`src/rtl/ram_pkg.sv`:
```
// Shared constants, FSM state type and test-pattern helper for the 32x8 RAM BIST.
package ram_pkg;

  localparam int unsigned RAM_DEPTH = 32;
  localparam int unsigned RAM_AW    = 5;
  localparam int unsigned RAM_DW    = 8;

  typedef enum logic [2:0] {
    IDLE,
    WR,
    RD,
    DRAIN,
    DONE
  } bist_state_t;

  // Pass 0 writes the address itself, pass 1 its bitwise inverse; callers keep the low DW bits.
  function automatic logic [31:0] pat(input logic ph, input logic [31:0] a);
    return ph ? ~a : a;
  endfunction

endpackage

```
`src/rtl/ram_bist_chk.sv`:
```
// BIST read checker: one-entry expected/address pipeline, comparator,
// first-fail capture and mismatch counter.
module ram_bist_chk
  import ram_pkg::*;
#(
  parameter int unsigned AW = RAM_AW,
  parameter int unsigned DW = RAM_DW
) (
  input  logic          clk,
  input  logic          reset,
  input  logic          clr,
  input  logic          rd,
  input  logic [AW-1:0] addr,
  input  logic [DW-1:0] rd_exp,
  input  logic [DW-1:0] dout,
  output logic [AW-1:0] fail_addr,
  output logic [DW-1:0] fail_data,
  output logic [AW+1:0] err_count,
  output logic          clean
);

  logic          pv;
  logic [AW-1:0] pa;
  logic [DW-1:0] pe;
  logic          first_seen;
  logic          hit;

  // dout answers the read issued one cycle earlier, so its expectation is delayed to match.
  assign hit   = pv && (dout != pe);
  assign clean = (err_count == '0) && !hit;

  always_ff @(posedge clk or negedge reset) begin
    if (!reset) begin
      pv <= 1'b0;
      pa <= '0;
      pe <= '0;
    end else begin
      pv <= rd;
      pa <= addr;
      pe <= rd_exp;
    end
  end

  always_ff @(posedge clk or negedge reset) begin
    if (!reset) begin
      err_count  <= '0;
      fail_addr  <= '0;
      fail_data  <= '0;
      first_seen <= 1'b0;
    end else if (clr) begin
      err_count  <= '0;
      fail_addr  <= '0;
      fail_data  <= '0;
      first_seen <= 1'b0;
    end else if (hit) begin
      err_count <= err_count + (AW+2)'(1);
      if (!first_seen) begin
        first_seen <= 1'b1;
        fail_addr  <= pa;
        fail_data  <= dout;
      end
    end
  end

endmodule

```
`src/rtl/ram_32x8_bist.sv`:
```
// BIST initiator for the 32x8 single-port RAM: writes/reads an address pattern
// and its inverse, reporting pass/fail, first failing location and error count.
module ram_32x8_bist
  import ram_pkg::*;
#(
  parameter int unsigned DEPTH = RAM_DEPTH,
  parameter int unsigned AW    = RAM_AW,
  parameter int unsigned DW    = RAM_DW
) (
  input  logic          clk,
  input  logic          reset,
  input  logic          start,
  output logic          mem_rd,
  output logic          mem_wr,
  output logic [AW-1:0] mem_addr,
  output logic [DW-1:0] mem_data,
  input  logic [DW-1:0] mem_dout,
  output logic          busy,
  output logic          done,
  output logic          pass,
  output logic [AW-1:0] fail_addr,
  output logic [DW-1:0] fail_data,
  output logic [AW+1:0] err_count
);

  localparam logic [AW-1:0] LAST = AW'(DEPTH - 1);

  bist_state_t   state, state_n;
  logic          ph, ph_n;
  logic [AW-1:0] cnt, cnt_n;
  logic          clr;
  logic          clean;
  logic          rd_n, wr_n;
  logic [AW-1:0] addr_n;
  logic [DW-1:0] data_n;
  logic [DW-1:0] rd_exp;

  always_comb begin
    state_n = state;
    ph_n    = ph;
    cnt_n   = cnt;
    clr     = 1'b0;
    case (state)
      IDLE: begin
        if (start) begin
          clr     = 1'b1;
          ph_n    = 1'b0;
          cnt_n   = '0;
          state_n = WR;
        end
      end
      WR: begin
        cnt_n = cnt + AW'(1);
        if (cnt == LAST) begin
          cnt_n   = '0;
          state_n = RD;
        end
      end
      RD: begin
        cnt_n = cnt + AW'(1);
        if (cnt == LAST) begin
          cnt_n   = '0;
          state_n = DRAIN;
        end
      end
      DRAIN: begin
        if (!ph) begin
          ph_n    = 1'b1;
          cnt_n   = '0;
          state_n = WR;
        end else begin
          state_n = DONE;
        end
      end
      DONE:    state_n = IDLE;
      default: state_n = IDLE;
    endcase
  end

  // Outputs are registered from the next-state values so they line up with the state they describe.
  always_comb begin
    wr_n   = (state_n == WR);
    rd_n   = (state_n == RD);
    addr_n = (wr_n || rd_n) ? cnt_n : '0;
    data_n = wr_n ? DW'(pat(ph_n, 32'(cnt_n))) : '0;
  end

  always_ff @(posedge clk or negedge reset) begin
    if (!reset) begin
      state    <= IDLE;
      ph       <= 1'b0;
      cnt      <= '0;
      mem_rd   <= 1'b0;
      mem_wr   <= 1'b0;
      mem_addr <= '0;
      mem_data <= '0;
      busy     <= 1'b0;
      done     <= 1'b0;
      pass     <= 1'b0;
    end else begin
      state    <= state_n;
      ph       <= ph_n;
      cnt      <= cnt_n;
      mem_rd   <= rd_n;
      mem_wr   <= wr_n;
      mem_addr <= addr_n;
      mem_data <= data_n;
      busy     <= (state_n == WR) || (state_n == RD) || (state_n == DRAIN);
      done     <= (state_n == DONE);
      if (clr) begin
        pass <= 1'b0;
      end else if (state_n == DONE) begin
        pass <= clean;
      end
    end
  end

  assign rd_exp = DW'(pat(ph, 32'(mem_addr)));

  ram_bist_chk #(
    .AW(AW),
    .DW(DW)
  ) u_chk (
    .clk      (clk),
    .reset    (reset),
    .clr      (clr),
    .rd       (mem_rd),
    .addr     (mem_addr),
    .rd_exp   (rd_exp),
    .dout     (mem_dout),
    .fail_addr(fail_addr),
    .fail_data(fail_data),
    .err_count(err_count),
    .clean    (clean)
  );

endmodule

```
`config.mk`:
```
export PLATFORM = sky130hd
export DESIGN_NAME = ram_32x8_bist
export DESIGN_NICKNAME = d
export VERILOG_FILES = /design/src/rtl/ram_pkg.sv /design/src/rtl/ram_bist_chk.sv /design/src/rtl/ram_32x8_bist.sv
export SDC_FILE = /design/constraint.sdc
export NUM_CORES = 1
export LEC_CHECK = 0
export ABC_AREA = 0
export CORE_MARGIN = 1.5
export CORE_UTILIZATION = 35
export CTS_BUF_LIST = sky130_fd_sc_hd__clkbuf_16
export CTS_CLUSTER_DIAMETER = 30
export DETAILED_ROUTE_END_ITERATION = 10
export PLACE_DENSITY_LB_ADDON = 0.08
export RECOVER_POWER = 100
export SYNTH_ARGS = -nofsm -noshare
export SYNTH_HDL_FRONTEND = slang
export SYNTH_HIERARCHICAL = 1
export SYNTH_SLANG_ARGS = --single-unit
```
`constraint.sdc`:
```
create_clock -name clk -period 2.1 [get_ports clk]
set_input_delay 0.42 -clock clk [delete_from_list [all_inputs] [get_ports clk]]
set_output_delay 0.42 -clock clk [all_outputs]
set_load 0.005 [all_outputs]
```
==> out/qor.txt <==
Fin. max-slew vios = 0
Antenna violations before repair = 0
Power Dens Cells = 882.7 nW/um^2
Final Wtd Congestion = 0.7768
CTS tree = yes
Initial Utilization = 36.00%
Drt wl/cell = 13.37 um
Tmin final = 1994 ps
R2R Setup Slk = 110 ps
Mapped Area = 2597 sq um
Net Count, Synth = 234
Max incr delay on CP = 380 ps
CTS Hold Bufs = 0
Gr usage total = 14.54%
Total power = 3166 uW
Dpl cells = 373
Highest routed layer = met4
Status = finished clean
Final Non-Filler Cells = 389
Unrepaired setup endpoints after global routing = false
Clk_lat worst skew = 320 ps
Vias in the first global route = 1797
FF-to-FF path depth = 7
Vias per std cell = 4.599
Clock Path Buffers = 2
Reg clk slew, reported paths = 50 ps
Crit path capture type = register
RR Startpoint = cnt[0]
Yosys reg bits = 60
Chip width = 89.15 um
Period utilization = 94.94%
Post-synth EDFFs = 0
Remaining Overflow, GRT = 0
Die Span Y = 89.15 um
Setup TNS = 0 ps
Core Box Area = 7214 sq um
Crit path from = cnt[0]
CP startpoint kind = register
Setup-failing EPs final = 0
Netlist cell types = 47
Most used DFF post-synth = dfrtp_1
Register area share after synthesis = 57.80%
Area Growth Syn to Fin = 38.10%
Synth top area share = 57.80%
Post-DRT Antenna Nets = 0
HPWL after DPL = 3.641 mm
Clock skew = 7.402 ps
Starting DRT DRC Count = 26
Critical Path Fanout Max = 5
First-pass GRT wire length = 8.604 mm
Cells after synthesis = 219
Hold Path Class = primary input to async pin
Mean Syn Cell Area = 11.86 sq um
Kind of critical path = register to register
Fin. Hold Viols = 0
Slowest CP cell = dfrtp_1
VDD IR max = 0.4108 mV
DRC Markers = 0
Max frequency = 501.6 MHz
CP Cell Sequence = ha_1, and3_1, ha_2, or3b_1, a211o_1, a21boi_1, a211oi_2
1st-pass router iterations = 4
Synth async-reset ratio = 100.0%
H-tree Lvls = 3
Die area = 7947 sq um
Largest net degree at the start of global routing = 43
Worst Path Buf+Inv = 0
ANT cells = 0
Slew headroom = 26.32%
Root buf cell = clkbuf_16
Critical Path AT = 2220 ps
Max-Cap Viols = 0
Vias = 1789
Synth area leader = dfrtp_1
Layout cells sized above 1 = 12.76%
Synth warn = 6
Cts bufs inserted = 9
Tightest Pin Transition = 1105 ps
I/O Buffers = 48
Cell row count = 31
Routed wire length = 5.201 mm
Metal-1 WL = 2.371 mm
Clk sink count = 60
Critical R2R Capture = mem_data[2]
Leakage = 0.001746 uW
Met3 wire length = 181 um
Synth area leaders = dfrtp_1 58%, mux2i_1 7.7%, xor2_1 5.1%, nor2_1 3.5%, ha_1 1.9%
Nets = 300
Met2 WL = 2.614 mm
WP data required = 2330 ps
I/O pins = 49
Top delay family on crit path = compound AO/OA/AOI/OAI gates
## layout make-up
type                            instances  area [sq um]
Tap cell                               99         123.9
Clock buffer                            9         225.2
Multi-Input combinational cell        136         970.9
Timing Repair Buffer                   68         644.4
Inverter                               10         37.54
Fill cell                             680          3627
Sequential cell                        60          1501
Clock inverter                          7         83.83
## cells in the final DEF (no fill, tap or decap), drive strengths merged, types with 5 or more instances in the layout
| cell | netlist | final |
|---|---|---|
| dlygate4sd3 | 0 | 38 |
| o21ai | 7 | 7 |
| nor2 | 24 | 24 |
| clkbuf | 3 | 17 |
| xor2 | 15 | 15 |
| mux2i | 20 | 20 |
| clkdlybuf4s50 | 0 | 9 |
| buf | 10 | 13 |
| and3 | 5 | 5 |
| inv | 10 | 12 |
| dfrtp | 60 | 60 |
| a21oi | 8 | 8 |
## kinds of logic after synthesis
logic type	share of synthesized area, %
simple gates	12.57
mux	8.141
xor+xnor	6.070
fa+ha+maj	1.927
buf+inv	4.912
compound gates	8.574
flops	57.80
## power breakdown
part           switching, uW  internal (uW)
Combinational            146            201
Clock                    481           1020
Sequential              86.0           1230
## per-stage QoR
stage               hold WS (ps)  worst slack [ps]  util (%)  cell area (sq um)
floorplan                  124.4             22.73         -               2600
global placement           408.9            -185.4     45.77               3302
detailed placement         398.1            -181.7     45.77               3302
CTS                        69.90             71.41     50.05               3611
global route               406.3             8.387     49.72               3587
finish                     289.2             106.3     49.72               3587
## what timing repair did
item / in CTS / in global routing
endpoints found under the setup margin: 0 / 3
buffers inserted: 0 / 0
gates resized for setup: 0 / 1
## worst reg2reg max path, stage by stage, from the launching register on
cell      delay [ps]
dfrtp_1          380
ha_1             220
and3_1           190
ha_2             200
or3b_1           360
a211o_1          290
a21boi_1         140
a211oi_2         140
## Yosys cell counts, types with 2 or more instances
master,n
dfrtp_1,60
nor2_1,24
mux2i_1,20
xor2_1,15
inv_1,9
a21oi_1,8
o21ai_0,6
and3_1,5
ha_1,4
nand2_1,4
nor2b_1,4
a21o_1,3
buf_2,3
buf_4,3
clkbuf_1,3
nand2b_1,3
nand3_1,3
nor4_1,3
o21a_1,3
or3_1,3
xnor2_1,3
buf_6,2
nor3_1,2
o31ai_1,2
or4_1,2
## state kept, by name, indices dropped and copies added (netlist names), 3 cells and up
signal / cells
u_chk/fail_data: 8
u_chk/pe: 8
u_chk/err_count: 7
mem_data: 6
cnt: 5
mem_addr: 5
u_chk/fail_addr: 5
u_chk/pa: 5
state: 3
## per-layer routing
layer / vias up / global-route usage [%]
met2: 32 / 24.13
li1: 885 / -
met1: 870 / 17.82
met4: 0 / 5.175
met3: 2 / 4.709
met5: - / 0
## how the worst max path moves through the flow
stage               cells after the start                  to
floorplan                               8         mem_data[2]
global placement                        7  u_chk/fail_data[3]
detailed placement                      7  u_chk/fail_data[5]
CTS                                     7         mem_data[2]
global route                            7  u_chk/err_count[5]
finish                                  7         mem_data[2]
No activity file was read; power rests on OpenSTA's default activity.
